**config.mk**
```make
export PLATFORM = sky130hd
export DESIGN_NAME = pc_sequencer_flat
export DESIGN_NICKNAME = d
export VERILOG_FILES = /design/src/rtl/pc_sequencer_if.sv /design/src/rtl/pc_sequencer.sv /design/src/flat_wrapper.sv
export SDC_FILE = /design/constraint.sdc
export NUM_CORES = 1
export LEC_CHECK = 0
export CELL_PAD_IN_SITES_DETAIL_PLACEMENT = 0
export CELL_PAD_IN_SITES_GLOBAL_PLACEMENT = 1
export CORE_MARGIN = 1
export CORE_UTILIZATION = 34
export CTS_CLUSTER_SIZE = 20
export DETAILED_ROUTE_END_ITERATION = 8
export PLACE_DENSITY_LB_ADDON = 0.1
export SLEW_MARGIN = 40
export SYNTH_ARGS = -nofsm -noshare
export SYNTH_HDL_FRONTEND = slang
export SYNTH_SLANG_ARGS = --single-unit
```
**constraint.sdc**
```tcl
create_clock -name clk -period 2.3 [get_ports clk]
set_input_delay 0.46 -clock clk [delete_from_list [all_inputs] [get_ports clk]]
set_output_delay 0.46 -clock clk [all_outputs]
set_load 0.05 [all_outputs]
```
**src/rtl/pc_sequencer_if.sv**
```systemverilog
// pc_sequencer_if: fetch/execute handshake and PC-update bus between the sequencer and its datapath.
interface pc_sequencer_if;
    logic [31:0] pc_cur;
    logic        imem_ack;
    logic        instr_done;
    logic        stall;
    logic        br_taken;
    logic [31:0] br_target;
    logic        jmp_valid;
    logic [31:0] jmp_target;
    logic        exc_req;
    logic        halt;
    logic        pc_ena;
    logic [31:0] pc_next;
    logic        imem_req;
    logic [31:0] imem_addr;
    logic        ir_load;
    logic [31:0] epc;
    logic [2:0]  state_o;

    modport master (
        input  pc_cur, imem_ack, instr_done, stall, br_taken, br_target,
               jmp_valid, jmp_target, exc_req, halt,
        output pc_ena, pc_next, imem_req, imem_addr, ir_load, epc, state_o
    );

    modport slave (
        output pc_cur, imem_ack, instr_done, stall, br_taken, br_target,
               jmp_valid, jmp_target, exc_req, halt,
        input  pc_ena, pc_next, imem_req, imem_addr, ir_load, epc, state_o
    );
endinterface

```
**src/rtl/pc_sequencer.sv**
```systemverilog
// pc_sequencer: fetch/execute/update control FSM choosing the next PC with exception > jump > branch > sequential priority.
module pc_sequencer #(
    parameter logic [31:0] RESET_VEC = 32'h00400000,
    parameter logic [31:0] EXC_VEC   = 32'h00400004
) (
    input logic           clk,
    input logic           rst,
    pc_sequencer_if.master bus
);
    typedef enum logic [2:0] {IDLE, FETCH, EXEC, UPDATE, HALT} state_t;

    state_t      state, state_nx;
    logic        exc_pend, jmp_pend, br_pend, halt_pend;
    logic [31:0] jmp_tgt, br_tgt, epc_q, sel_pc;
    logic        in_fetch, in_exec, in_update, aligned, fetch_ok, misalign;

    assign in_fetch  = state == FETCH;
    assign in_exec   = state == EXEC;
    assign in_update = state == UPDATE;
    assign aligned   = bus.pc_cur[1:0] == 2'b00;
    assign fetch_ok  = in_fetch && aligned;
    assign misalign  = in_fetch && !aligned;

    always_ff @(posedge clk or negedge rst) begin
        if (!rst) state <= IDLE;
        else      state <= state_nx;
    end

    // Redirect requests accumulate until the single UPDATE cycle consumes them.
    always_ff @(posedge clk or negedge rst) begin
        if (!rst) begin
            exc_pend  <= 1'b0;
            jmp_pend  <= 1'b0;
            br_pend   <= 1'b0;
            halt_pend <= 1'b0;
            jmp_tgt   <= '0;
            br_tgt    <= '0;
            epc_q     <= '0;
        end else if (in_update) begin
            if (exc_pend) epc_q <= bus.pc_cur;
            exc_pend  <= 1'b0;
            jmp_pend  <= 1'b0;
            br_pend   <= 1'b0;
            halt_pend <= 1'b0;
            jmp_tgt   <= '0;
            br_tgt    <= '0;
        end else begin
            if (misalign || ((in_fetch || in_exec) && bus.exc_req)) exc_pend <= 1'b1;
            if (in_exec && bus.jmp_valid) begin
                jmp_pend <= 1'b1;
                jmp_tgt  <= bus.jmp_target;
            end
            if (in_exec && bus.br_taken) begin
                br_pend <= 1'b1;
                br_tgt  <= bus.br_target;
            end
            if (in_exec && bus.halt) halt_pend <= 1'b1;
        end
    end

    always_comb begin
        state_nx = state;
        case (state)
            IDLE:    state_nx = FETCH;
            FETCH:   state_nx = misalign ? UPDATE : (bus.imem_ack ? EXEC : FETCH);
            EXEC:    state_nx = (bus.instr_done && !bus.stall) ? UPDATE : EXEC;
            UPDATE:  state_nx = halt_pend ? HALT : FETCH;
            HALT:    state_nx = HALT;
            default: state_nx = IDLE;
        endcase
        sel_pc        = exc_pend ? EXC_VEC : jmp_pend ? jmp_tgt : br_pend ? br_tgt : bus.pc_cur + 32'd4;
        bus.pc_ena    = in_update;
        bus.pc_next   = (state == IDLE) ? RESET_VEC : in_update ? sel_pc : bus.pc_cur;
        bus.imem_req  = fetch_ok;
        bus.imem_addr = fetch_ok ? bus.pc_cur : '0;
        bus.ir_load   = fetch_ok && bus.imem_ack;
        bus.epc       = epc_q;
        bus.state_o   = state;
    end
endmodule

```
**src/flat_wrapper.sv**
```systemverilog
// flat-port wrapper written by rule: the top's interface ports become plain ports
module pc_sequencer_flat 
#(
    parameter logic [31:0] RESET_VEC = 32'h00400000,
    parameter logic [31:0] EXC_VEC   = 32'h00400004
)
  (clk, rst, bus_pc_cur, bus_imem_ack, bus_instr_done, bus_stall, bus_br_taken, bus_br_target, bus_jmp_valid, bus_jmp_target, bus_exc_req, bus_halt, bus_pc_ena, bus_pc_next, bus_imem_req, bus_imem_addr, bus_ir_load, bus_epc, bus_state_o);
  pc_sequencer_if bus_i ();
  input logic clk;
  input logic rst;
  input wire logic [$bits(bus_i.pc_cur)-1:0] bus_pc_cur;
  input wire logic [$bits(bus_i.imem_ack)-1:0] bus_imem_ack;
  input wire logic [$bits(bus_i.instr_done)-1:0] bus_instr_done;
  input wire logic [$bits(bus_i.stall)-1:0] bus_stall;
  input wire logic [$bits(bus_i.br_taken)-1:0] bus_br_taken;
  input wire logic [$bits(bus_i.br_target)-1:0] bus_br_target;
  input wire logic [$bits(bus_i.jmp_valid)-1:0] bus_jmp_valid;
  input wire logic [$bits(bus_i.jmp_target)-1:0] bus_jmp_target;
  input wire logic [$bits(bus_i.exc_req)-1:0] bus_exc_req;
  input wire logic [$bits(bus_i.halt)-1:0] bus_halt;
  output wire logic [$bits(bus_i.pc_ena)-1:0] bus_pc_ena;
  output wire logic [$bits(bus_i.pc_next)-1:0] bus_pc_next;
  output wire logic [$bits(bus_i.imem_req)-1:0] bus_imem_req;
  output wire logic [$bits(bus_i.imem_addr)-1:0] bus_imem_addr;
  output wire logic [$bits(bus_i.ir_load)-1:0] bus_ir_load;
  output wire logic [$bits(bus_i.epc)-1:0] bus_epc;
  output wire logic [$bits(bus_i.state_o)-1:0] bus_state_o;
  assign bus_i.pc_cur = bus_pc_cur;
  assign bus_i.imem_ack = bus_imem_ack;
  assign bus_i.instr_done = bus_instr_done;
  assign bus_i.stall = bus_stall;
  assign bus_i.br_taken = bus_br_taken;
  assign bus_i.br_target = bus_br_target;
  assign bus_i.jmp_valid = bus_jmp_valid;
  assign bus_i.jmp_target = bus_jmp_target;
  assign bus_i.exc_req = bus_exc_req;
  assign bus_i.halt = bus_halt;
  assign bus_pc_ena = bus_i.pc_ena;
  assign bus_pc_next = bus_i.pc_next;
  assign bus_imem_req = bus_i.imem_req;
  assign bus_imem_addr = bus_i.imem_addr;
  assign bus_ir_load = bus_i.ir_load;
  assign bus_epc = bus_i.epc;
  assign bus_state_o = bus_i.state_o;
  pc_sequencer #(.RESET_VEC(RESET_VEC), .EXC_VEC(EXC_VEC)) u_core (.clk(clk), .rst(rst), .bus(bus_i));
endmodule
```
==> metrics.yaml, run 1 <==
finish:
  drive_gt1_share_pct: 52.4
  final_cell_mix: "buf_4 (125), clkdlybuf4s50_1 (111), dfrtp_1 (99), a22o_1 (69), buf_12 (67)"
  multi_input_area_mm2: 0.00402
  seq_area_mm2: 0.00258
  area_growth_pct: 105
  layout_commonest_cell: "buf_4"
  num-fill-cells: 1175
  nNetsFinal: 1042
  diodes: 0
placed_design:
  io_buffers: 204
  place_hpwl_mm: 17.1
  gp_congestion: 0.872
floorplan:
  start_util_pct: 34.6
  floorplan.die.height_um: 132
  core-area_mm2: 0.0165
  die-area_mm2: 0.0173
  rows: 47
  fp.dieW_um: 132
  io_pins: 207
grt:
  grt_use_met2_pct: 45.9
  grt.total_usage_pct: 28.3
  grt_use_met1_pct: 39.2
  met3_usage_pct: 3.94
  grt_pass1_vias: 6479
  grt-ovfl-total: 0
  grt_max_degree: 59
  grt_antenna_before_repair: 0
  grt-busiest-layer: "met2"
  grt_pass1_wl_mm: 38.0
clock_network:
  cts_buffers: 9
  cts_tree: "yes"
  cts.clk_slew.worst_paths_ns: 0.07
  cts-root-buf: "clkbuf_16"
  clockBufferDepth: 2
  cts_sinks: 103
  h-tree-depth: 3
  clkLatencyLatePin_ns: 0.36
worst_setup_path:
  rrSetupSlack_ns: 0.33
  cp_max_fo: 3
  worstSetupPathType: "in2out"
  endpoint_kind: "output port"
  worstSetupStartpointType: "input pin"
  crit_arrival_ns: 2.21
  worstPathRequired_ns: 1.84
power_and_ir_drop:
  p_total_uw: 16600
  p_clk_share_pct: 10.0
  swShare_pct: 46.7
  power_frac_seq_pct: 20.0
  irDropWorstVdd_mv: 0.781
  p_int_uw: 8830
  combPwrFrac_pct: 70.0
  power_density_mw_per_mm2: 1420
  p_leak_uw: 0.00499
  power.switching_uw: 7730
routing:
  drc_errors: 0
  wl_per_cell_um: 20.9
  via_per_inst: 5.44
  vias: 6321
  drt_iter0_drc: 422
  postRouteAntennaNets: 0
  dr.pass1.iters: 5
  wirelength_mm: 24.2
synth:
  syn_inst: 577
  synth_xor_area_share_pct: 0.766
  async_reset_ff_share_pct: 100
  yosysWarnings: 0
  synthSimpleGateAreaFrac_pct: 16.4
  synth_top_family_by_area: "compound AO/OA/AOI/OAI gates"
  ys.flop_type: "dfrtp_1"
  ys_ff_latch: 103
  synth.distinct_cells: 60
  synth-adder-area-share_pct: 0.219
  yosysSeqAreaShare_pct: 45.1
  synth-compound-area-share_pct: 25.6
  avgSynthCellArea_um2: 9.91
  synth_area_mm2: 0.00572
  synth_edf_count: 0
  synthMuxAreaShare_pct: 5.93
hold_path:
  hp-class: "in2reg"
timing:
  holdWs_ns: 0.381
  skew_ns: 0.00737
  period_share_pct: 116
  fin_ws_ns: -0.372
  drv_slew: 0
  timing.slew.headroom_pct: 56.5
  rsz0062_at_grt: "true"
  final-hold-violation-count: 0
  fmaxAchievable_mhz: 374
  tightestPinTransition_ns: 0.652
  fin_crit_ns: 2.67
  setup_viol: 62
outcome:
  violations: "setup timing"
  outcome: "complete, but fails checks"
run:
  cap_violations: 0
[synthesized netlist by cell type, drive strengths merged, types with 4 or more instances]
cell type,instances,share of area [%]
a211oi,5,0.66
a21oi,22,1.9
a22o,72,11
a22oi,4,0.53
a31oi,9,0.99
and2,35,3.9
and3,6,0.70
buf,16,1.7
clkbuf,31,3.3
dfrtp,103,45
inv,14,0.92
mux2,23,4.5
mux2i,8,1.4
nand2,32,2.1
nand2b,4,0.44
nand3,20,2.0
nand4,11,1.2
nor2,34,2.2
nor3,10,0.88
nor4,6,1.2
o21ai,49,4.3
o221ai,9,1.4
o22ai,7,0.77
xor2,4,0.61
[kinds of logic (layout without fill, tap and decap cells)]
kind of cell,Yosys count,after routing
AOI/OAI and AO/OA,203,203
and+or+nand+nor,171,171
DFF,103,103
buffers and inverters,62,425
muxes,31,31
xor gates and xnor gates,5,5
adders and majority gates,1,1
other,1,2
[cell type report]
cell class	instances	area share, %
repair buffers	394	38.0
multi-input cells	413	34.3
flip-flops and latches	103	22.1
well taps	220	2.35
clock buffers	11	2.08
clock inverters	5	0.556
inverters	15	0.556
[flip-flops by register name, summed over array words and instances (netlist names)]
signal / cells
u_core.jmp_tgt: 32
u_core.jmp_pend: 1
u_core.halt_pend: 1
u_core.bus.epc: 32
u_core.bus.state_o: 3
u_core.exc_pend: 1
u_core.br_tgt: 32
u_core.br_pend: 1
[critical path, stage by stage]
cell	delay, ns
buf_8	0.08
buf_6	0.10
buf_6	0.09
nand4_1	0.20
nor4_4	0.32
buf_4	0.20
nand3_4	0.08
mux2i_4	0.20
a211oi_4	0.30
buf_12	0.17
[what timing repair did]
item / 4_1_cts / 5_1_grt
cloned: 2 / 1
setup buffers: 46 / 27
endpoints found under the hold margin: 5 / 0
resized for setup: 262 / 95
pin swaps: 51 / 50
endpoints found under the setup margin: 60 / 62
hold buffers: 1 / 0
[power by group through the flow]
stage,clock [uW],sequential (uW),combinational (uW)
6_report,1660,3310,11600
2_1_floorplan,0,4150,5030
5_1_grt,1750,3420,12100
3_3_place_gp,0,3200,9750
3_5_place_dp,0,3250,9870
4_1_cts,1660,3280,10900
[through the flow]
step / cells / TNS, ns / setup slack, ns / cell area [um2] / util (%)
CTS: 1137 / -11.05 / -0.385 / 11200 / 67.6
global route: 1161 / -11.81 / -0.408 / 11700 / 70.8
floorplan: 578 / -2.03 / -0.320 / 6290 / -
detailed placement: 1076 / -15.24 / -0.843 / 9810 / 59.4
finish: 1161 / -8.93 / -0.372 / 11700 / 70.8
global placement: 1076 / -14.98 / -0.793 / 9810 / 59.4
[final timing paths]
| kind | startpoint | cells past startpoint | to |
|---|---|---|---|
| worst min register to register | u_core.bus.epc[12]$_DFFE_PN0P_ | 2 | u_core.bus.epc[12]$_DFFE_PN0P_ |
| worst min-delay path | bus_pc_cur[4] | 2 | u_core.bus.epc[4]$_DFFE_PN0P_ |
| worst max-delay path | bus_pc_cur[2] | 10 | bus_pc_next[27] |
| min in group asynchronous | rst | 2 | u_core.br_tgt[4]$_DFFE_PN0P_ |
| max in group asynchronous | rst | 3 | u_core.br_pend$_DFFE_PN0P_ |
| worst max register to register | u_core.bus.state_o[1]$_DFF_PN0_ | 9 | u_core.bus.epc[3]$_DFFE_PN0P_ |
[per-layer routing]
metal / vias up / wire length [um]
li1: 2892 / -
met1: 3170 / 10900
met2: 228 / 11600
met3: 31 / 1230
met4: 0 / 440
met5: - / 0
Note: power is estimated with default switching activity, not from simulation.
==> run 2: changes to the inputs <==
Settings changed: SLEW_MARGIN 40 to unset.
==> results of run 2 <==
No change in the layout: final DEF, timing and power equal those of run 1.
==> run 3: changes to the inputs <==
Settings changed: CORE_MARGIN 1 to unset, SKIP_CTS_REPAIR_TIMING set to 1.
==> metrics.yaml, run 3 (same netlist as run 1, synthesis figures left out) <==
routing:
  wl_per_cell_um: 20.8  # -0.26%
  dr.pass1.iters: 6  # +1
  postRouteAntennaNets: 0  # unchanged
  drc_errors: 0  # unchanged
  wirelength_mm: 23.7  # -2.4%
  vias: 6233  # -1.4%
  via_per_inst: 5.49  # +0.78%
  drt_iter0_drc: 345  # -18%
timing:
  final-hold-violation-count: 0  # unchanged
  timing.slew.headroom_pct: 55.6  # -0.96 points
  drv_slew: 0  # unchanged
  period_share_pct: 115  # -0.70 points
  fin_crit_ns: 2.66  # -0.0160 ns
  rsz0062_at_grt: "true"
  setup_viol: 61  # -1.6%
  fin_ws_ns: -0.356  # +0.0160 ns
  tightestPinTransition_ns: 0.666  # +0.0143 ns
  fin_tns_setup_ns: -9.92  # -0.999 ns
  fmaxAchievable_mhz: 377  # +0.60%
  skew_ns: 0.00354  # -0.00383 ns
hold_path:
  whs_path_depth: 3  # +1
  min-delay-start: "bus_pc_cur[2]"
  hp-class: "in2reg"
  whs_endpoint: "u_core.bus.epc[2]$_DFFE_PN0P_"
placed_design:
  place_hpwl_mm: 17.1  # unchanged
  gp_congestion: 0.872  # unchanged
  dp_slack_ns: -0.843  # unchanged
  io_buffers: 204  # unchanged
floorplan:
  fp.dieW_um: 132  # unchanged
  rows: 47  # unchanged
  die-area_mm2: 0.0173  # unchanged
  floorplan.die.height_um: 132  # unchanged
  io_pins: 207  # unchanged
  start_util_pct: 34.6  # unchanged
  core-area_mm2: 0.0165  # unchanged
power_and_ir_drop:
  power_density_mw_per_mm2: 1410  # -0.52%
  irDropWorstVdd_mv: 0.762  # -2.4%
  p_leak_uw: 0.00491  # -1.7%
grt:
  grt-busiest-layer: "met2"
  grt_antenna_before_repair: 0  # unchanged
  met3_usage_pct: 3.40  # -0.54 points
  grt.total_usage_pct: 26.2  # -2.1 points
  grt-ovfl-total: 0  # unchanged
  grt_pass1_wl_mm: 35.3  # -7.0%
  grt_pass1_vias: 6132  # -5.4%
  grt_use_met1_pct: 37.6  # -1.5 points
  grt_max_degree: 59  # unchanged
  grt_use_met2_pct: 41.1  # -4.8 points
worst_setup_path:
  crit_slowest_cell: "or4_1"
  path_buf_inv: 3  # -2
  crit_chain: "buf_8 -> buf_6 -> nand4_1 -> nor4_4 -> nand4_1 -> or4_1 -> o211ai_1 -> clkbuf_16"
  cpPeakStageDelay_ns: 0.55  # +0.23 ns
  worstPathRequired_ns: 1.84  # about the same
  crit_arrival_ns: 2.20  # about the same
  path_common_cell: "nand4_1"
  endpoint_kind: "output port"
  r2r-end: "u_core.bus.epc[20]$_DFFE_PN0P_"
  worstSetupStartpointType: "input pin"
  cp_max_fo: 6  # +3
  worstSetupPathType: "in2out"
  cp_top_family: "simple AND/OR/NAND/NOR gates"
  rrSetupSlack_ns: 0.31  # -0.02 ns
  reg2reg_from: "u_core.bus.state_o[1]$_DFF_PN0_"
  reg2regPathDepth: 9  # unchanged
finish:
  diodes: 0  # unchanged
  utilization_pct: 68.3  # -2.5 points
  layout_commonest_cell: "buf_4"
  final_cell_mix: "buf_4 (127), clkdlybuf4s50_1 (109), dfrtp_1 (99), a22o_1 (69), buf_12 (64)"
  area_growth_pct: 97.5
  nNetsFinal: 1017  # -2.4%
  drive_gt1_share_pct: 48.7  # -3.7 points
run:
  cap_violations: 0  # unchanged
clock_network:
  clkLatencyLatePin_ns: 0.36  # about the same
  cts_buffers: 9  # unchanged
  h-tree-depth: 3  # unchanged
  cts_sinks: 103  # unchanged
  cts-root-buf: "clkbuf_16"
  cts_tree: "yes"
  clockBufferDepth: 2  # unchanged
  cts.clk_slew.worst_paths_ns: 0.07  # about the same
outcome:
  violations: "setup timing"
  outcome: "complete, but fails checks"
## run 3: area by class of cell
class | count | area, um2
Fill cell | 1238 | 5240
Timing Repair Buffer | 369 | 4160
Multi-Input combinational cell | 413 | 3900
Sequential cell | 103 | 2580
Tap cell | 220 | 275
Clock buffer | 11 | 243
Clock inverter | 5 | 65.1
Inverter | 15 | 62.6
## run 3: metal layers
layer	wire, um	up-vias
met5	0	-
met4	526	0
met3	1440	38
met2	11300	244
met1	10400	3101
li1	-	2850
## run 3: worst max-delay path by stage
stage                                  to            from  cells past startpoint  slack (ns)
final                     bus_pc_next[29]   bus_pc_cur[2]                      8       -0.36
after global placement    bus_pc_next[27]  bus_pc_cur[15]                      8       -0.79
after detailed placement  bus_pc_next[27]   bus_pc_cur[7]                      9       -0.84
after global routing      bus_pc_next[29]   bus_pc_cur[2]                      8       -0.41
after CTS                 bus_pc_next[27]   bus_pc_cur[7]                      9       -0.84
after floorplan           bus_pc_next[30]  bus_pc_cur[10]                      6       -0.32
## run 3: worst register-to-register path: cells and delay by family (launching register included)
kind	cells	cell delay (ns)
buffers and inverters	5	0.64
AND/OR/NAND/NOR	3	0.37
multiplexers	1	0.40
flip-flops	1	0.46
## run 3: metrics by stage
stage,hold WS (ns),total power (uW),instances,cell area [um2]
6_report,0.452,15900,1136,11300
5_1_grt,0.462,16600,1136,11300
4_1_cts,-0.0841,14800,1092,10100
3_5_place_dp,0.299,13100,1076,9810
3_3_place_gp,0.293,12900,1076,9810
2_1_floorplan,0.164,9180,578,6290
## run 3: power breakdown
group	switching, uW	internal, uW	total (uW)
registers	645	2660	3300
logic	6110	4850	11000
clock network	741	887	1630
total	7500	8390	15900
